==> src/rtl/eth_pkg.sv <==
// Shared Ethernet/ARP constants and receive FSM state encoding.
// Used by the GMII-side ARP receive parser.
package eth_pkg;

    localparam logic [7:0]  ETH_PREAMBLE = 8'h55;
    localparam logic [7:0]  ETH_SFD      = 8'hD5;
    localparam logic [15:0] ETH_TYPE_ARP = 16'h0806;

    localparam logic [15:0] ARP_OP_REQ   = 16'h0001;
    localparam logic [15:0] ARP_OP_REPLY = 16'h0002;

    localparam int PREAMBLE_LEN = 8;
    localparam int ETH_HEAD_LEN = 14;
    localparam int ARP_DATA_LEN = 28;

    localparam logic [47:0] MAC_BCAST = 48'hFFFF_FFFF_FFFF;

    typedef enum logic [4:0] {
        S_IDLE     = 5'b00001,
        S_PREAMBLE = 5'b00010,
        S_ETH_HEAD = 5'b00100,
        S_ARP_DATA = 5'b01000,
        S_RX_END   = 5'b10000
    } rx_state_t;

    function automatic logic op_valid(input logic [15:0] op);
        return (op == ARP_OP_REQ) || (op == ARP_OP_REPLY);
    endfunction

endpackage

==> src/rtl/arp_rx_if.sv <==
// GMII receive byte stream in, parsed ARP result out.
// slave = parser side, master = MAC/stimulus side.
interface arp_rx_if;

    logic        gmii_rx_dv;
    logic [7:0]  gmii_rxd;
    logic        arp_rx_done;
    logic        arp_rx_type;
    logic [47:0] src_mac;
    logic [31:0] src_ip;

    modport master (
        output gmii_rx_dv, gmii_rxd,
        input  arp_rx_done, arp_rx_type, src_mac, src_ip
    );

    modport slave (
        input  gmii_rx_dv, gmii_rxd,
        output arp_rx_done, arp_rx_type, src_mac, src_ip
    );

endinterface

==> src/rtl/arp_rx.sv <==
// GMII ARP frame parser: preamble, dest MAC, EtherType, target IP.
// Latches sender MAC/IP and pulses done for frames meant for us.
import eth_pkg::*;

module arp_rx #(
    parameter logic [47:0] BOARD_MAC = 48'h00_11_22_33_44_55,
    parameter logic [31:0] BOARD_IP  = 32'hC0_A8_01_0A
) (
    input  logic     clk,
    input  logic     sys_rst,
    arp_rx_if.slave  rx
);

    localparam logic [5:0] PRE_LAST  = 6'(PREAMBLE_LEN - 1);
    localparam logic [5:0] HEAD_LAST = 6'(ETH_HEAD_LEN - 1);
    localparam logic [5:0] ARP_LAST  = 6'(ARP_DATA_LEN - 1);

    rx_state_t   state;
    logic [5:0]  cnt;
    logic [47:0] dst_mac;
    logic [7:0]  type_hi;
    logic [15:0] opcode;
    logic [47:0] tmp_mac;
    logic [31:0] tmp_ip;
    logic [23:0] tgt_ip;

    logic        done_q;
    logic        type_q;
    logic [47:0] mac_q;
    logic [31:0] ip_q;

    logic        dv;
    logic [7:0]  rxd;
    logic        dst_ok;
    logic        type_ok;
    logic        tip_ok;

    assign dv  = rx.gmii_rx_dv;
    assign rxd = rx.gmii_rxd;

    // Last header/ARP byte is compared straight off the wire.
    assign dst_ok  = (dst_mac == BOARD_MAC) || (dst_mac == MAC_BCAST);
    assign type_ok = ({type_hi, rxd} == ETH_TYPE_ARP);
    assign tip_ok  = ({tgt_ip, rxd} == BOARD_IP);

    assign rx.arp_rx_done = done_q;
    assign rx.arp_rx_type = type_q;
    assign rx.src_mac     = mac_q;
    assign rx.src_ip      = ip_q;

    // Frame parsing FSM with byte counter and registered results.
    always_ff @(posedge clk or posedge sys_rst) begin
        if (sys_rst) begin
            state   <= S_IDLE;
            cnt     <= 6'd0;
            dst_mac <= 48'd0;
            type_hi <= 8'd0;
            opcode  <= 16'd0;
            tmp_mac <= 48'd0;
            tmp_ip  <= 32'd0;
            tgt_ip  <= 24'd0;
            done_q  <= 1'b0;
            type_q  <= 1'b0;
            mac_q   <= 48'd0;
            ip_q    <= 32'd0;
        end else begin
            done_q <= 1'b0;
            unique case (state)
                S_IDLE: begin
                    if (dv) begin
                        if (rxd == ETH_PREAMBLE) begin
                            state <= S_PREAMBLE;
                            cnt   <= 6'd1;
                        end else begin
                            state <= S_RX_END;
                            cnt   <= 6'd0;
                        end
                    end
                end
                S_PREAMBLE: begin
                    if (!dv) begin
                        state <= S_IDLE;
                        cnt   <= 6'd0;
                    end else if (cnt == PRE_LAST) begin
                        state <= (rxd == ETH_SFD) ? S_ETH_HEAD : S_RX_END;
                        cnt   <= 6'd0;
                    end else if (rxd == ETH_PREAMBLE) begin
                        cnt <= cnt + 6'd1;
                    end else begin
                        state <= S_RX_END;
                        cnt   <= 6'd0;
                    end
                end
                S_ETH_HEAD: begin
                    if (!dv) begin
                        state <= S_IDLE;
                        cnt   <= 6'd0;
                    end else begin
                        if (cnt < 6'd6)
                            dst_mac <= {dst_mac[39:0], rxd};
                        if (cnt == 6'd12)
                            type_hi <= rxd;
                        if (cnt == HEAD_LAST) begin
                            state <= (dst_ok && type_ok) ? S_ARP_DATA
                                                         : S_RX_END;
                            cnt   <= 6'd0;
                        end else begin
                            cnt <= cnt + 6'd1;
                        end
                    end
                end
                S_ARP_DATA: begin
                    if (!dv) begin
                        state <= S_IDLE;
                        cnt   <= 6'd0;
                    end else begin
                        if (cnt == 6'd6 || cnt == 6'd7)
                            opcode <= {opcode[7:0], rxd};
                        if (cnt >= 6'd8 && cnt <= 6'd13)
                            tmp_mac <= {tmp_mac[39:0], rxd};
                        if (cnt >= 6'd14 && cnt <= 6'd17)
                            tmp_ip <= {tmp_ip[23:0], rxd};
                        if (cnt >= 6'd24 && cnt <= 6'd26)
                            tgt_ip <= {tgt_ip[15:0], rxd};
                        if (cnt == ARP_LAST) begin
                            if (tip_ok && op_valid(opcode)) begin
                                done_q <= 1'b1;
                                type_q <= (opcode == ARP_OP_REPLY);
                                mac_q  <= tmp_mac;
                                ip_q   <= tmp_ip;
                            end
                            state <= S_RX_END;
                            cnt   <= 6'd0;
                        end else begin
                            cnt <= cnt + 6'd1;
                        end
                    end
                end
                S_RX_END: begin
                    if (!dv) begin
                        state <= S_IDLE;
                        cnt   <= 6'd0;
                    end
                end
                default: begin
                    state <= S_IDLE;
                    cnt   <= 6'd0;
                end
            endcase
        end
    end

endmodule
==> src/flat_wrapper.sv <==
// flat-port wrapper written by rule: the top's interface ports become plain ports
module arp_rx_flat 
#(
    parameter logic [47:0] BOARD_MAC = 48'h00_11_22_33_44_55,
    parameter logic [31:0] BOARD_IP  = 32'hC0_A8_01_0A
)
  (clk, sys_rst, rx_gmii_rx_dv, rx_gmii_rxd, rx_arp_rx_done, rx_arp_rx_type, rx_src_mac, rx_src_ip);
  arp_rx_if rx_i ();
  input  logic clk;
  input  logic sys_rst;
  input wire logic [$bits(rx_i.gmii_rx_dv)-1:0] rx_gmii_rx_dv;
  input wire logic [$bits(rx_i.gmii_rxd)-1:0] rx_gmii_rxd;
  output wire logic [$bits(rx_i.arp_rx_done)-1:0] rx_arp_rx_done;
  output wire logic [$bits(rx_i.arp_rx_type)-1:0] rx_arp_rx_type;
  output wire logic [$bits(rx_i.src_mac)-1:0] rx_src_mac;
  output wire logic [$bits(rx_i.src_ip)-1:0] rx_src_ip;
  assign rx_i.gmii_rx_dv = rx_gmii_rx_dv;
  assign rx_i.gmii_rxd = rx_gmii_rxd;
  assign rx_arp_rx_done = rx_i.arp_rx_done;
  assign rx_arp_rx_type = rx_i.arp_rx_type;
  assign rx_src_mac = rx_i.src_mac;
  assign rx_src_ip = rx_i.src_ip;
  arp_rx #(.BOARD_MAC(BOARD_MAC), .BOARD_IP(BOARD_IP)) u_core (.clk(clk), .sys_rst(sys_rst), .rx(rx_i));
endmodule
==> config.mk <==
export PLATFORM = sky130hd
export DESIGN_NAME = arp_rx_flat
export DESIGN_NICKNAME = d
export VERILOG_FILES = /design/src/rtl/eth_pkg.sv /design/src/rtl/arp_rx_if.sv /design/src/rtl/arp_rx.sv /design/src/flat_wrapper.sv
export SDC_FILE = /design/constraint.sdc
export NUM_CORES = 1
export LEC_CHECK = 0
export CORE_UTILIZATION = 58
export CTS_CLUSTER_DIAMETER = 30
export DETAILED_ROUTE_END_ITERATION = 8
export MAX_ROUTING_LAYER = met4
export PLACE_DENSITY = 0.8
export SYNTH_ARGS = -nofsm -noshare
export SYNTH_HDL_FRONTEND = slang
export SYNTH_SLANG_ARGS = --single-unit
==> constraint.sdc <==
create_clock -name clk -period 12.82 [get_ports clk]
set_input_delay 3.205 -clock clk [delete_from_list [all_inputs] [get_ports clk]]
set_output_delay 3.205 -clock clk [all_outputs]
set_load 0.01 [all_outputs]
* Word level (Yosys, flattened, before mapping)
Cells that the tools add are included.
** Word-level totals
- Output and inout port bits :: 82
- Input port bits :: 11
- Logic and storage cells :: 88
- Flip-flop bits (word level) :: 269
** Cells by class
- Muxes and demuxes :: 28
- Order comparisons :: 7
- $add $sub $neg :: 1
- Equality and inequality tests :: 23
- Reductions and logical operators :: 17
** Operators by type and width (count)
- 2-to-1 mux 5 bit :: 12
- 2-to-1 mux 6 bit :: 9
- == test 48 x 37 -> 1 bit (second input constant) :: 1
- == test 48 bit (second input constant) :: 1
- == test 32 bit (second input constant) :: 1
- case mux 6 bit (5 select lines) :: 1
- case mux 5 bit (5 select lines) :: 1
- AND reduction 3 bit :: 6
- == test 16 x 1 -> 1 bit (second input constant) :: 1
- == test 16 x 12 -> 1 bit (second input constant) :: 1
- == test 16 x 2 -> 1 bit (second input constant) :: 1
- == test 6 x 3 -> 1 bit (second input constant) :: 2
- == test 6 x 4 -> 1 bit (second input constant) :: 2
- >= comparator 6 x 4 -> 1 bit (second input constant) :: 2
- <= comparator 6 x 5 -> 1 bit (second input constant) :: 2
- == test 8 x 7 -> 1 bit (second input constant) :: 1
- == test 8 bit (second input constant) :: 1
- adder 6 x 1 -> 6 bit (second input constant) :: 1
- == test 6 x 5 -> 1 bit (second input constant) :: 1
- >= comparator 6 x 5 -> 1 bit (second input constant) :: 1
- <= comparator 6 x 4 -> 1 bit (second input constant) :: 1
- less-than comparator 6 x 3 -> 1 bit (second input constant) :: 1
- inequality test 3 x 2 -> 1 bit (second input constant) :: 2
- == test 5 x 1 -> 1 bit (second input constant) :: 1
- other kinds (12) :: 23

* Depth between registers and ports, before layout
- Depth after elaboration :: 7
- Depth in mapped cells :: 9
- Gate-level depth less buffers :: 7

* Worst setup path after synthesis
Ideal clock, no wire load.
- Path type :: in2reg
- Start point :: input rx_gmii_rx_dv
- End point :: register u_core.tmp_ip[0]
- Path buffers :: 2
- Arrival time :: 4.857 ns
- Path slack :: 7.838 ns
- Library setup time :: 0.125 ns
- Required time :: 12.695 ns
- Stages on the path :: 6
- Path through :: or4b_4 or2_1 or3_1 buf_2 buf_6 mux2_4
** Between the ends
- Longest elaborated chain between the ends :: 1
** Ends and longest elaborated chain
- start: declaration :: line flat_wrapper.sv:11 : input wire logic [$bits(rx_i.gmii_rx_dv)-1:0] rx_gmii_rx_dv;
- AND reduction 3 bit (no source line)
- end signal: assignment :: line arp_rx.sv:122 : tmp_ip <= {tmp_ip[23:0], rxd};
- end: declaration :: line arp_rx.sv:24 : logic [31:0] tmp_ip;
Every way passes these cells.
A chain may end at the register's enable or synchronous reset.

* Final worst setup path
- Start point :: input rx_gmii_rx_dv
- End point :: register u_core.dst_mac[12]
** Between the ends
- Longest elaborated chain between the ends :: 1
** Ends and longest elaborated chain
- AND reduction 3 bit (no source line)
- end signal: assignment :: line arp_rx.sv:100 : dst_mac <= {dst_mac[39:0], rxd};
- end: declaration :: line arp_rx.sv:20 : logic [47:0] dst_mac;
Every way passes these cells.

==> results <==
- In the synthesized netlist the async set-or-reset flop fraction comes to 100%.
- STA classifies the critical path endpoint as a flop.
- The iteration count of the initial detailed-routing pass is 6.
- Measured along the x axis, the die boundary spans 139 µm.
- In the final layout, the multi-input gates occupy 3930 µm².
- The flow ran to the end, but the final reports show violations.
- At the worst endpoint, the required time is 13.20 ns.
- After detailed routing, the number of remaining DRC violations is 14.
- In the post-synthesis netlist, the biggest area contributors are sky130_fd_sc_hd__dfrtp_1 62%, sky130_fd_sc_hd__mux2_2 23%, sky130_fd_sc_hd__mux2_4 4.1%.
- Synthesis produced a netlist whose cell count is 709.
- The wire-length estimate of the detail-placed layout is 12900 µm.
- The number of slew-limit violations in the final report came to 0.
- The detailed-route vias per instance is 5.77.
- Of all nets on the critical path, the largest fanout is 48.
- The number of nets in the finished design is 833.
- The total negative slack is 0 ns.
- The final hold violation count came to 0.
- After detailed routing, the total wire length is 20700 µm.
- The final-layout worst hold slack is 0.498 ns.
- The top cell type by total area after synthesis is sky130_fd_sc_hd__dfrtp_1.
- Across every metal layer, demand over resource in global routing totals 23.1%.
- The maximum buffer depth of the clock tree is 3.
- The filler cells instantiated in the layout total 1069.
- Entering global routing, the biggest net connects 125 pins.
- The data arrival time at the worst-slack endpoint is 6.16 ns.
- The root buffer cell is sky130_fd_sc_hd__clkbuf_16.
- For this design the static power due to leakage is 6.62 nW.
- The core outline area is 18100 µm².
- Buffers inserted during clock tree synthesis total 42.
- The worst clock skew is 0.0222 ns.
- The post-CTS setup buffer count is 0.
- The fraction of layout cells with a size suffix above 1 is 40.5%.
- The number of antenna diodes in the final layout is 0.
- The number of hold buffers added after CTS was 0.
- The tool flagged a number of max-cap violations equal to 0.
- The TritonCTS clock tree is yes.
- The synthesized netlist contains 48 unique library cells.
- The most common flop cell mapped by yosys is sky130_fd_sc_hd__dfrtp_1.
- The via count of the first global-routing pass came to 6528.
- The combinational power share is 3.1%.
- The number of antenna violations at the first check in global routing was 0.
- The measured slew at the worst slew-check pin is 1.15 ns.
- The insertion delay to the later sink of the worst-skew pair is 0.52 ns.
- The critical path class is primary input to flop.
- The chip height is 139 µm.
- The top cell type by area accounts for 61.8% of the synthesized area.
- The net switching fraction of the power is 22.1%.
- The number of flops mapped to enable cells by yosys is 0.
- After synthesis, the mean cell area works out to 15.3 µm².
- In this run the power density over the cells is 154 nW/µm².
- The depth of the worst register-to-register path is 4.
- The first global-routing pass estimated 34300 µm of wire.
- The area added between synthesis and finish is 23.2%.
- The first routing iteration left 314 violations.
- The synthesized netlist occupies a cell area of 10900 µm².
- The routed length per instance is 19.2 µm.
- The yosys synthesis warning count is 0.
- The H-tree generated during clock tree synthesis spans 2 levels.
- Clock tree synthesis found a total of 269 sinks.
- Synthesis produced a netlist with a net count of 724.
- The total of cells resized after clock tree synthesis is 0.
- In this run the tool buffered the top-level ports with 92 buffer cells.
- The net switching component of the power is 0.453 mW.
- The number of top-level design ports is 93.
- The final route contains 6224 vias.
- The final reports fail on DRC.
- The total overflow reported by the global router is 0.
- The register cell area after layout is 6730 µm².
- For this configuration, the core starts out at a cell density of 59.8%.
- The standard-cell row count is 49.
- Per report_power, the clock group accounts for 54.8% of the total.
- The worst vdd rail ir drop is 136 µV.
- The congestion estimate from routability-driven global placement came to 0.825.
- The area of the die is 19300 µm².
- The relative slew slack is 23.3%.
- The final antenna-violating net count is 0.
- Sequential cells were found to cover 62.0% of the synthesized design area.
- The path class of the tightest hold or removal check is flop to flop.
- The number of setup violations in the final report is 0.
- The worst setup path is launched from a primary input.
- The clock input transition at the sequential cells of the worst setup and hold paths is 0.05 ns.
- Internal power comes to 1.60 mW.
- The achievable frequency is 0.173 GHz.
- Counting I/O delays and the setup requirement, the final critical path takes 5.77 ns.
- The count of state elements after synthesis is 269.
- Setup repair after global routing left no endpoint under its margin.
- The worst path uses 45.0% of the clock period.
- Along the worst hold path, the cell count comes to 1.
- The share of total power dissipated in sequential elements is 42.2%.
[metrics by stage]
stage               power (mW)  cell area, µm²  std cells  worst slack (ns)  util, %
floorplan                0.922           10900        709              2.21        -
global placement         0.942           11900       1003              6.71     65.8
detailed placement       0.945           11900       1003              6.55     65.8
CTS                       2.08           13400       1078              7.06     73.7
global route              2.12           13400       1078              6.84     73.7
finish                    2.05           13400       1078              7.05     73.7
[power groups by stage]
| stage | sequential, mW | combinational [mW] | clock [mW] |
|---|---|---|---|
| after floorplan | 0.879 | 0.0436 | 0 |
| after global placement | 0.880 | 0.0622 | 0 |
| after detailed placement | 0.881 | 0.0637 | 0 |
| after CTS | 0.866 | 0.0642 | 1.14 |
| after global routing | 0.867 | 0.0722 | 1.18 |
| final | 0.867 | 0.0629 | 1.13 |
[cells in the final DEF, fill, tap and decap left out, types with 4 or more instances in the layout]
master                            instances
sky130_fd_sc_hd__buf_4                    4
sky130_fd_sc_hd__o21ai_0                  7
sky130_fd_sc_hd__mux2_2                 226
sky130_fd_sc_hd__nand2_1                 11
sky130_fd_sc_hd__nor2_1                  21
sky130_fd_sc_hd__clkinvlp_4               7
sky130_fd_sc_hd__ha_1                     4
sky130_fd_sc_hd__clkbuf_16               43
sky130_fd_sc_hd__xnor2_1                  4
sky130_fd_sc_hd__dfrtp_1                268
sky130_fd_sc_hd__nand3_1                  9
sky130_fd_sc_hd__nor4b_1                  7
sky130_fd_sc_hd__inv_1                    5
sky130_fd_sc_hd__clkdlybuf4s50_1         92
sky130_fd_sc_hd__nor3_1                   8
sky130_fd_sc_hd__clkbuf_8                 4
sky130_fd_sc_hd__nor4_1                  13
sky130_fd_sc_hd__clkinv_2                 7
sky130_fd_sc_hd__mux2_4                  30
sky130_fd_sc_hd__inv_6                    4
sky130_fd_sc_hd__nand2b_1                 8
sky130_fd_sc_hd__bufinv_16                4
sky130_fd_sc_hd__nand4_1                 16
[routing by layer]
layer  global-route usage [%]  wire length, µm
met4                     6.61              449
met1                     31.5             9430
met5                        -                0
met2                     35.9             9900
met3                     4.04              958
[registers in the layout, summed over array words and instances (netlist names)]
signal and flops:
u_core.tmp_ip 32, u_core.type_hi 8, u_core.opcode 16, u_core.state 5
u_core.dst_mac 48, u_core.rx.src_mac 48, u_core.rx.arp_rx_done 1, u_core.rx.arp_rx_type 1
u_core.cnt 6, u_core.tmp_mac 48, u_core.tgt_ip 24, u_core.rx.src_ip 32
[cells in the mapped netlist (2+ instances only)]
cell type,n
sky130_fd_sc_hd__a211o_1,2
sky130_fd_sc_hd__a211oi_1,2
sky130_fd_sc_hd__a21oi_1,2
sky130_fd_sc_hd__a311o_1,2
sky130_fd_sc_hd__a311oi_1,2
sky130_fd_sc_hd__and3_1,2
sky130_fd_sc_hd__and4_1,2
sky130_fd_sc_hd__buf_2,15
sky130_fd_sc_hd__buf_6,5
sky130_fd_sc_hd__clkbuf_1,10
sky130_fd_sc_hd__dfrtp_1,268
sky130_fd_sc_hd__ha_1,4
sky130_fd_sc_hd__inv_1,6
sky130_fd_sc_hd__mux2_2,226
sky130_fd_sc_hd__mux2_4,30
sky130_fd_sc_hd__nand2_1,11
sky130_fd_sc_hd__nand2b_1,8
sky130_fd_sc_hd__nand3_1,10
sky130_fd_sc_hd__nand4_1,16
sky130_fd_sc_hd__nor2_1,21
sky130_fd_sc_hd__nor2b_1,2
sky130_fd_sc_hd__nor3_1,8
sky130_fd_sc_hd__nor4_1,13
sky130_fd_sc_hd__nor4b_1,7
sky130_fd_sc_hd__nor4bb_1,2
sky130_fd_sc_hd__o21ai_0,7
sky130_fd_sc_hd__or4_1,2
sky130_fd_sc_hd__xnor2_1,4
[cell type report]
type,instances,share of cell area (%)
clock inverter,27,2.27
sequential,269,50.4
timing repair buffer,96,7.11
tap,229,2.14
clock buffer,48,8.49
multi-input combinational,403,29.4
inverter,6,0.225
[worst max-delay path: stages]
cell and delay [ns]:
sky130_fd_sc_hd__clkdlybuf4s50_1 0.58, sky130_fd_sc_hd__or4b_4 0.52, sky130_fd_sc_hd__nor2_1 0.26, sky130_fd_sc_hd__nand3_2 0.92, sky130_fd_sc_hd__mux2_2 0.65
[path summary, 6_finish.rpt]
kind	startpoint	endpoint	slack, ns
max	rx_gmii_rx_dv	u_core.dst_mac[12]	7.05
min	u_core.tmp_mac[46]	u_core.rx.src_mac[46]	0.50
max reg2reg	u_core.state[1]	u_core.dst_mac[12]	9.87
min reg2reg	u_core.tmp_mac[46]	u_core.rx.src_mac[46]	0.50
max in group asynchronous	sys_rst	u_core.rx.src_ip[0]	8.03
min in group asynchronous	sys_rst	u_core.rx.src_mac[39]	3.29
[logic make-up after synthesis]
group | count (synthesis) | share of synthesized area (%)
XOR/XNOR | 5 | 0.403
buffers and inverters | 37 | 1.83
multiplexers | 256 | 27.6
AND/OR/NAND/NOR | 114 | 6.10
AO/OA/AOI/OAI | 24 | 1.60
flip-flops | 269 | 62.0
adder cells (fa/ha/maj) | 4 | 0.461
Power figures use the tool's default switching activity.
